## config.mk

```make
export PLATFORM = sky130hd
export DESIGN_NAME = operand_fifo_writer
export DESIGN_NICKNAME = d
export VERILOG_FILES = /design/src/rtl/operand_fifo_writer.sv
export SDC_FILE = /design/constraint.sdc
export NUM_CORES = 1
export LEC_CHECK = 0
export CAP_MARGIN = 20
export CORE_MARGIN = 2
export CORE_UTILIZATION = 43
export CTS_CLUSTER_SIZE = 20
export DETAILED_ROUTE_END_ITERATION = 7
export PLACE_DENSITY = 0.81
export SKIP_LAST_GASP = 1
export SLEW_MARGIN = 10
export SYNTH_ARGS = -nofsm -noshare
export SYNTH_HDL_FRONTEND = slang
export SYNTH_SLANG_ARGS = --single-unit
```

## constraint.sdc

```tcl
create_clock -name clk -period 2.4 [get_ports clk]
set_clock_uncertainty 0.1 [all_clocks]
set_input_delay 0.48 -clock clk [delete_from_list [all_inputs] [get_ports clk]]
set_output_delay 0.48 -clock clk [all_outputs]
set_load 0.005 [all_outputs]
```

## src/rtl/operand_fifo_writer.sv

```systemverilog
// Producer for the A/B operand FIFOs feeding the dot-product MAC.
// Each channel writes DEPTH arithmetic-sequence values under its own full flag.
module operand_fifo_writer #(
  parameter int unsigned DATA_WIDTH = 8,
  parameter int unsigned DEPTH      = 8,
  parameter int unsigned A_BASE     = 0,
  parameter int unsigned A_STEP     = 5,
  parameter int unsigned B_BASE     = 0,
  parameter int unsigned B_STEP     = 10,
  parameter bit          AUTO_START = 1'b1
) (
  input  logic                         clk,
  input  logic                         rst_n,
  input  logic                         start,
  input  logic                         a_full,
  input  logic                         b_full,
  output logic                         a_wren,
  output logic [DATA_WIDTH-1:0]        a_wdata,
  output logic                         b_wren,
  output logic [DATA_WIDTH-1:0]        b_wdata,
  output logic [$clog2(DEPTH+1)-1:0]   a_count,
  output logic [$clog2(DEPTH+1)-1:0]   b_count,
  output logic                         busy,
  output logic                         done
);

  localparam int unsigned CW = $clog2(DEPTH + 1);

  localparam logic [CW-1:0]         DepthCnt = CW'(DEPTH);
  localparam logic [DATA_WIDTH-1:0] ABase    = DATA_WIDTH'(A_BASE);
  localparam logic [DATA_WIDTH-1:0] AStep    = DATA_WIDTH'(A_STEP);
  localparam logic [DATA_WIDTH-1:0] BBase    = DATA_WIDTH'(B_BASE);
  localparam logic [DATA_WIDTH-1:0] BStep    = DATA_WIDTH'(B_STEP);

  typedef enum logic [1:0] {
    StIdle,
    StFill,
    StDone
  } state_e;

  state_e                  state_q, state_d;
  logic                    reload;
  logic [CW-1:0]           a_count_q, a_count_d;
  logic [CW-1:0]           b_count_q, b_count_d;
  logic [DATA_WIDTH-1:0]   a_val_q, a_val_d;
  logic [DATA_WIDTH-1:0]   b_val_q, b_val_d;

  // Channels advance independently; a value only moves on after it was written.
  always_comb begin
    a_wren    = (state_q == StFill) && !a_full && (a_count_q < DepthCnt);
    b_wren    = (state_q == StFill) && !b_full && (b_count_q < DepthCnt);
    a_count_d = a_count_q;
    a_val_d   = a_val_q;
    b_count_d = b_count_q;
    b_val_d   = b_val_q;
    if (reload) begin
      a_count_d = '0;
      a_val_d   = ABase;
      b_count_d = '0;
      b_val_d   = BBase;
    end else begin
      if (a_wren) begin
        a_count_d = a_count_q + 1'b1;
        a_val_d   = a_val_q + AStep;
      end
      if (b_wren) begin
        b_count_d = b_count_q + 1'b1;
        b_val_d   = b_val_q + BStep;
      end
    end
  end

  // Leave FILL on the edge that completes the last write, so done follows directly.
  always_comb begin
    state_d = state_q;
    reload  = 1'b0;
    unique case (state_q)
      StIdle: begin
        if (AUTO_START || start) state_d = StFill;
      end
      StFill: begin
        if ((a_count_d == DepthCnt) && (b_count_d == DepthCnt)) state_d = StDone;
      end
      StDone: begin
        if (start) begin
          state_d = StFill;
          reload  = 1'b1;
        end
      end
      default: state_d = StIdle;
    endcase
  end

  always_ff @(posedge clk or negedge rst_n) begin
    if (!rst_n) begin
      state_q   <= StIdle;
      a_count_q <= '0;
      b_count_q <= '0;
      a_val_q   <= ABase;
      b_val_q   <= BBase;
    end else begin
      state_q   <= state_d;
      a_count_q <= a_count_d;
      b_count_q <= b_count_d;
      a_val_q   <= a_val_d;
      b_val_q   <= b_val_d;
    end
  end

  assign a_wdata = a_val_q;
  assign b_wdata = b_val_q;
  assign a_count = a_count_q;
  assign b_count = b_count_q;
  assign busy    = (state_q == StFill);
  assign done    = (state_q == StDone);

endmodule

```

Word-level counts from Yosys, hierarchy flattened
Cells that the tools add are included.
{"block": "word_totals", "ff_bits": 26, "n_memories": 0, "ram_bits": 0, "latch_bits": 0, "romBits": 0}
{"block": "classes", "n_eq_ne": 6, "n_reduce_logical": 11, "mux": 13, "shifts": 0, "magnitude_cmp": 2, "div_mod_pow": 0, "n_addsub": 4, "bitwise": 0, "n_mul": 0}
{"op": "$mux 8", "n": 4}
{"op": "$mux 4", "n": 4}
{"op": "$add 4x1->4 const B", "n": 2}
{"op": "$add 8x3->8 const B", "n": 1}
{"op": "$add 8x4->8 const B", "n": 1}
{"op": "$eq 4x4->1 const B", "n": 2}
{"op": "$lt 4x4->1 const B", "n": 2}
{"op": "$pmux 2 s3", "n": 1}
{"op": "$logic_and 1x1->1", "n": 5}
{"op": "$mux 2", "n": 2}
{"op": "$reduce_bool 2->1", "n": 2}
{"op": "$eq 2x1->1 const B", "n": 1}
{"op": "$eq 2x2->1 const B", "n": 1}
{"op": "$logic_not 1->1", "n": 2}
{"op": "$logic_not 2->1", "n": 1}
{"op": "$mux 1", "n": 2}
{"op": "$ne 2x1->1 const B", "n": 1}
{"op": "$ne 2x2->1 const B", "n": 1}
{"op": "$reduce_and 2->1", "n": 1}

Depth between registers and ports, before layout
Gate-level depths: netlist of the first run.
{"block": "depth", "word_depth": 9, "mapped_depth": 8, "mapped_depth_nobuf": 6}

Worst setup path before layout of the first run
Ideal clock, no wire load.
{"block": "synth_path", "path_kind": "register to register", "start": "register state_q[1]", "end": "register state_q[0]", "path_slack_ns": -0.156, "stages_incl_launch_ff": 8, "arrival_ns": 2.326, "t_required_ns": 2.171, "n_path_buf": 1, "cell_sequence": "dfrtp_1 buf_6 or4b_1 inv_2 nand2_1 mux2i_1 or4_4 o41a_1"}
{"block": "synth_via", "elab_chain_len": 9, "word_cells_on_any_way": 19}
{"element": "start: declaration", "line_no": "41", "source": "state_e state_q, state_d;"}
{"element": "start signal: assignment", "line_no": "96", "source": "state_q <= StIdle;"}
{"element": "start signal: assignment", "line_no": "102", "source": "state_q <= state_d;"}
{"element": "$eq 2x1->1", "line_no": "50", "source": "a_wren = (state_q == StFill) && !a_full && (a_count_q < DepthCnt);"}
{"element": "$logic_and 1x1->1 (2 in series)", "line_no": "50"}
{"element": "net a_wren", "line_no": "17", "source": "output logic a_wren,"}
{"element": "$mux 4", "line_no": "62", "source": "if (a_wren) begin"}
{"element": "$mux 4", "line_no": "56", "source": "if (reload) begin"}
{"element": "net a_count_d[2]", "line_no": "43", "source": "logic [CW-1:0] a_count_q, a_count_d;"}
{"element": "$eq 4x4->1", "line_no": "82", "source": "if ((a_count_d == DepthCnt) && (b_count_d == DepthCnt)) state_d = StDone;"}
{"element": "$logic_and 1x1->1", "line_no": "82"}
{"element": "$ne 2x1->1 (no line)"}
{"element": "$reduce_and 2->1 (no line)"}
The timed path passes the listed nets, and every way through them passes these cells.
A chain may end at the register's enable or synchronous reset.

Worst setup path after layout of the first run
{"block": "layout_path", "start": "register state_q[1]", "end": "register state_q[0]"}
{"block": "layout_via", "elab_chain_len": 9, "word_cells_on_any_way": 19}
{"element": "$eq 2x1->1", "line_no": "50"}
{"element": "$logic_and 1x1->1 (2 in series)", "line_no": "50"}
{"element": "$mux 4", "line_no": "62"}
{"element": "$mux 4 *", "line_no": "56"}
{"element": "net a_count_d[2]", "line_no": "43"}
{"element": "$eq 4x4->1 *", "line_no": "82"}
{"element": "$logic_and 1x1->1 *", "line_no": "82"}
{"element": "$ne 2x1->1 (no line) *"}
{"element": "$reduce_and 2->1 (no line) *"}
Mark *: on every way through the listed nets, which the timed path passes. The rest lies on a longest branch.

==> impl_metrics.py, run 1 <==
metrics = {
    "place": {
        "place_inst": 201,
        "portBuffers": 31,
        "place_congestion": 0.829,
        "dpl.hpwl_um": 2180,
        "place_ws_ns": -0.465,
        "dpl_cell_area_um2": 1720,
    },
    "die": {
        "core_um2": 2810,
        "start_util_pct": 45.8,
        "die_h_um": 58.7,
        "num_rows": 19,
        "die_w_um": 58.7,
        "die_area_um2": 3440,
        "pin_count": 33,
    },
    "synth": {
        "ys_types": 39,
        "synth_compound_area_share_pct": 13.1,
        "synth_area_per_cell_um2": 9.96,
        "muxShareOfSynthArea_pct": 1.56,
        "synth-simple-area-share_pct": 20.5,
        "synthFlopType": "dfrtp_1",
        "synth.most_common_cell": "dfrtp_1",
        "yosysTopAreaCell": "dfrtp_1",
        "synth-edff-count": 0,
        "ys_ff_latch": 25,
        "synthCells": 129,
        "ys.warnings.count": 0,
        "synth_area_leaders": "dfrtp_1 49%, nor2_1 4.7%, nand2_1 4.4%",
        "synthTopCellsByCount": "25 x dfrtp_1, 16 x nor2_1, 15 x nand2_1, 10 x a21oi_1, 7 x o21ai_0",
        "synth-xor-area-share_pct": 6.82,
        "seq_area_frac_synth_pct": 48.7,
        "synthAdderAreaFrac_pct": 3.89,
        "synth_top_family_by_area": "simple AND/OR/NAND/NOR gates",
        "ys_async_sr_fraction_pct": 100,
        "synth.top_cell.area_share_pct": 48.7,
        "synth_nets": 138,
        "syn_area_um2": 1280,
    },
    "global_route": {
        "grt_pass1_wl_um": 5180,
        "antenna_found_initial": 0,
        "track_usage_pct": 19.2,
        "globalRouteOverflowTotal": 0,
        "grt_pass1_vias": 1139,
        "grt_max_degree": 26,
    },
    "timing": {
        "min_period_ns": 2.44,
        "setup_tns_ns": -0.0400,
        "setup_ws_ns": -0.0400,
        "fin_crit_sh_pct": 102,
        "rsz0062_at_grt": "yes",
        "finalSetupViolCount": 1,
        "fmax_mhz": 410,
        "hold_viol": 0,
        "worst_hold_slack_ns": 0.408,
        "slew_viol_final": 0,
    },
    "setup_path": {
        "required_ns": 2.51,
        "slowest_stage": "or4_4",
        "reg2reg_from": "state_q[1]$_DFFE_PN0P_",
        "crit_path_cell_trace": "buf_6 > or4b_4 > inv_4 > nand2_2 > mux2i_2 > or4_4 > o41a_1",
        "arrival_ns": 2.55,
        "max_stage_delay_ns": 0.54,
        "cpLargestDelayFamily": "simple AND/OR/NAND/NOR gates",
        "crit_type": "reg -> reg",
        "crit_buf_inv": 2,
        "r2r-end": "state_q[0]$_DFFE_PN0P_",
        "cp-start-kind": "flip-flop",
        "cp-end-kind": "flip-flop",
        "r2r_slack_ns": -0.04,
        "reg2reg_depth": 7,
        "crit_fanout": 3,
    },
    "cts": {
        "clk_pin_slew_ns": 0.13,
        "numCtsBuffers": 3,
        "clock_latency_ns": 0.32,
        "cts_tree": "yes",
        "cts_root_buf": "clkbuf_4",
        "clkSinkCount": 25,
        "holdBufCountCts": 0,
        "cts_buffer_depth": 2,
        "ctsHtreeMaxLevel": 1,
    },
    "run_status": {
        "outcome": "complete, but fails checks",
        "violations": "design-rule violations, negative setup slack",
    },
    "pwr": {
        "p_leak_nw": 0.794,
        "comb_power_share_pct": 50.6,
        "p_int_w": 0.00130,
        "switching_share_pct": 37.0,
        "power_switching_w": 0.000763,
        "clkPwrFrac_pct": 9.1,
        "p_per_area_nw_per_um2": 1140,
        "p_seq_share_pct": 40.3,
        "vdd_drop_max_mv": 0.591,
    },
    "drt": {
        "avgViaCountPerCell": 5.45,
        "wire_per_inst_um": 15.1,
        "drt_iter0_drc": 42,
        "final_antenna_net_count": 0,
        "dr.pass1.iters": 6,
        "drc_errors": 3,
        "num_vias": 1145,
        "drt_wl_total_um": 3170,
    },
    "layout": {
        "drive_gt1_share_pct": 20.1,
        "layout.nets": 189,
        "antenna_cells": 0,
        "finish.instance_area_um2": 1810,
        "instances_no_fill": 210,
        "syn_to_final_growth_pct": 40.5,
    },
    "worst_hold_path": {
        "hold_path.class": "in -> async",
    },
    "run": {
        "drv_cap": 0,
    },
}
-- worst register-to-register path: stages (launching register included) --
cell and delay (ns):
dfrtp_2 0.44, buf_6 0.12, or4b_4 0.50, inv_4 0.08
nand2_2 0.06, mux2i_2 0.16, or4_4 0.54, o41a_1 0.33
-- final cells by class --
type	count	area (µm²)
Timing Repair Buffer	51	468
Inverter	4	30.0
Multi-Input combinational cell	95	614
Clock buffer	3	22.5
Fill cell	237	1000
Clock inverter	1	5.00
Tap cell	31	38.8
Sequential cell	25	627
-- worst max path at each step --
stage	startpoint	end	slack [ns]	depth (start not counted)
after global placement	a_full	state_q[0]$_DFFE_PN0P_	-0.42	7
final	state_q[1]$_DFFE_PN0P_	state_q[0]$_DFFE_PN0P_	-0.04	7
after global routing	state_q[1]$_DFFE_PN0P_	state_q[0]$_DFFE_PN0P_	-0.09	7
after detailed placement	a_full	state_q[0]$_DFFE_PN0P_	-0.47	7
after floorplan	a_full	state_q[0]$_DFFE_PN0P_	-0.03	6
after CTS	state_q[1]$_DFFE_PN0P_	a_wren	-0.05	5
-- timing repair --
| action | CTS | global route |
|---|---|---|
| pin swaps | 5 | 2 |
| endpoints found under the setup margin | 4 | 5 |
| gates resized for setup | 4 | 7 |
| buffers inserted | 5 | 1 |
| endpoints found under the hold margin | 0 | 0 |
-- layer usage --
metal  part of all wire, %  GRT usage (%)  up-vias
met2                    51           32.7       36
met1                    43           26.2      563
li1                      -              -      544
met5                     0              0        -
met4                  0.47           2.92        0
met3                   5.4           3.30        2
-- power by group through the flow --
stage | clock network, W | registers, W | logic (W)
floorplan | 0 | 0.000812 | 0.000435
detailed placement | 0 | 0.000834 | 0.000977
finish | 0.000188 | 0.000830 | 0.00104
global route | 0.000211 | 0.000867 | 0.00114
global placement | 0 | 0.000826 | 0.000936
CTS | 0.000196 | 0.000827 | 0.00100
-- cells by family (layout without fill, tap and decap cells) --
family	count (synthesis)	after routing
simple gates	52	52
compound gates	26	26
flops	25	25
xor+xnor	10	10
buf+inv	9	59
fa+ha+maj	4	4
mux	2	2
other cells	1	1
-- sequential cells by signal, indices dropped and copies added, names as in the netlist --
register / flops
a_wdata: 8
b_wdata: 7
a_count: 4
b_count: 4
state_q: 2
-- metrics by stage --
step | utilization, % | total power, W
after floorplan | - | 0.00125
after global placement | 61.2 | 0.00176
after detailed placement | 61.2 | 0.00181
after CTS | 63.2 | 0.00203
after global routing | 64.4 | 0.00222
final | 64.4 | 0.00206
-- layout by cell type, fill, tap and decap left out, types with 2 or more instances in the layout --
cell type / n
a21oi_1: 10
xor2_1: 4
buf_6: 2
nand4b_1: 2
clkdlybuf4s50_1: 27
dfrtp_1: 24
or3_1: 3
nor2_1: 16
dlygate4sd2_1: 2
nand3_1: 3
o21ai_0: 7
xnor2_1: 6
ha_1: 4
inv_1: 2
clkbuf_4: 3
or4b_4: 2
nand2_1: 14
and2_1: 2
buf_4: 18
nor3_1: 2
Note: power is estimated with default switching activity, not from simulation.
==> inputs of run 2 (changes only) <==
Settings changed: CORE_ASPECT_RATIO from default to 1.75, RECOVER_POWER from default to 100.
==> impl_metrics.py, run 2 (synthesis gave the netlist of run 1 again) <==
metrics = {
    "layout": {
        "post-route-util_pct": 63.4,
        "antenna_cells": 0,
        "syn_to_final_growth_pct": 42.9,
        "layout_common_cells": "25 x dfrtp_1, 25 x clkdlybuf4s50_1, 21 x buf_4",
        "largest_reg_flops": 8,
        "instances_no_fill": 211,
        "layout.nets": 193,
        "drive_gt1_share_pct": 20.2,
        "fill_cells": 235,
    },
    "cts": {
        "cts_tree": "yes",
        "clkSinkCount": 25,
        "ctsHtreeMaxLevel": 1,
        "clock_latency_ns": 0.28,
        "clk_pin_slew_ns": 0.09,
        "cts_buffer_depth": 2,
        "numCtsBuffers": 3,
        "cts_root_buf": "clkbuf_8",
    },
    "timing": {
        "slew_headroom_pct": 9.84,
        "fmax_mhz": 400,
        "setup_ws_ns": -0.0973,
        "finalSetupViolCount": 1,
        "slew_viol_final": 0,
        "min_period_ns": 2.50,
        "hold_viol": 0,
        "tightest_slew_ns": 1.35,
        "fin_crit_sh_pct": 104,
        "worst_hold_slack_ns": 0.464,
        "rsz0062_at_grt": "yes",
    },
    "pwr": {
        "p_per_area_nw_per_um2": 1150,
        "p_leak_nw": 0.819,
        "vdd_drop_max_mv": 0.636,
        "finalPower_w": 0.00212,
    },
    "place": {
        "portBuffers": 31,
        "place_inst": 203,
        "place_congestion": 0.872,
        "dpl.hpwl_um": 2440,
    },
    "setup_path": {
        "arrival_ns": 2.55,
        "reg2reg_from": "state_q[1]$_DFFE_PN0P_",
        "max_stage_delay_ns": 0.54,
        "cp-end-kind": "flip-flop",
        "crit_start": "state_q[1]$_DFFE_PN0P_",
        "slowest_stage": "or4b_4",
        "cpLargestDelayFamily": "simple AND/OR/NAND/NOR gates",
        "r2r_slack_ns": -0.1,
        "crit_type": "reg -> reg",
        "cp-start-kind": "flip-flop",
        "crit_path_cell_trace": "buf_6 > or4b_4 > inv_4 > nand2_4 > mux2i_2 > or4_4 > o41a_1",
        "required_ns": 2.45,
        "crit_fanout": 3,
        "crit_buf_inv": 2,
    },
    "run_status": {
        "outcome": "complete, but fails checks",
        "violations": "negative setup slack",
    },
    "global_route": {
        "grt_pass1_wl_um": 5640,
        "grt_pass1_vias": 1254,
        "track_usage_pct": 21.6,
        "grt_max_degree": 26,
        "globalRouteOverflowTotal": 0,
        "antenna_found_initial": 0,
    },
    "die": {
        "die_area_um2": 3460,
        "die_w_um": 45.3,
        "pin_count": 33,
        "start_util_pct": 44.4,
        "core_um2": 2900,
        "num_rows": 26,
        "die_h_um": 76.3,
    },
    "drt": {
        "dr.pass1.iters": 4,
        "num_vias": 1167,
        "drt_wl_total_um": 3190,
        "drc_errors": 0,
        "avgViaCountPerCell": 5.53,
        "final_antenna_net_count": 0,
        "drt_iter0_drc": 24,
        "wire_per_inst_um": 15.1,
    },
    "worst_hold_path": {
        "hold_start": "b_wdata[7]$_DFFE_PN0P_",
        "hold_path.class": "reg -> reg",
    },
    "run": {
        "drv_cap": 0,
    },
}
==> run 2: cell count changes in the layout (fill, tap and decap cells not counted), moves of 2 or more <==
cell	previous run	this run
buf_4	18	21
clkbuf_1	0	2
clkbuf_4	3	0
clkbuf_8	0	3
clkdlybuf4s50_1	27	25
dlygate4sd3_1	0	2
==> run 2: worst paths after layout <==
check | cells after the start | endpoint
max | 7 | state_q[0]$_DFFE_PN0P_
min | 2 | b_wdata[7]$_DFFE_PN0P_
max reg2reg | 7 | state_q[0]$_DFFE_PN0P_
min reg2reg | 2 | b_wdata[7]$_DFFE_PN0P_
max in group asynchronous | 2 | a_wdata[4]$_DFFE_PN0P_
min in group asynchronous | 2 | a_wdata[7]$_DFFE_PN0P_
==> run 2: cell type report <==
cell class	count	area [µm²]	area share (%)
tap	28	35.0	1.91
sequential	25	626	34.1
timing repair buffer	55	478	26.0
multi-input combinational	95	619	33.7
clock buffer	3	41.3	2.25
inverter	4	30.0	1.63
clock inverter	1	7.51	0.409
==> run 2: tightest hold or removal path, cell delays in order, from the launching register on <==
cell and delay, ns:
dfrtp_1 0.38, xor2_1 0.08, nor2_1 0.08
==> run 2: per-layer routing <==
metal	vias to the layer above	GRT usage, %	part of all wire, %
met5	-	0	0
met4	0	10.0	2.7
met1	573	24.2	37
met3	8	2.37	3.7
met2	34	38.1	56
li1	552	-	-
==> run 2: power by group <==
| group | leakage, nW | switching [W] | internal (W) |
|---|---|---|---|
| clock | 0.0217 | 0.000140 | 0.000118 |
| sequential | 0.295 | 0.000235 | 0.000606 |
| combinational | 0.502 | 0.000404 | 0.000618 |
| total | 0.819 | 0.000779 | 0.00134 |
==> run 2: per-stage QoR <==
step / instance area (µm²) / setup TNS, ns / worst slack (ns)
floorplan: 1290 / -0.0344 / -0.0344
global placement: 1750 / -1.47 / -0.425
detailed placement: 1750 / -1.81 / -0.522
CTS: 1850 / -0.0963 / -0.0582
global route: 1840 / -0.133 / -0.117
finish: 1840 / -0.0973 / -0.0973
==> run 2: what timing repair did <==
action | 4_1_cts | 5_1_grt
resized for setup | 9 | 3
hold buffers | 0 | 0
pin swaps | 5 | 2
setup endpoints to repair | 4 | 5
buffers inserted | 4 | 0
endpoints found under the hold margin | 0 | 0
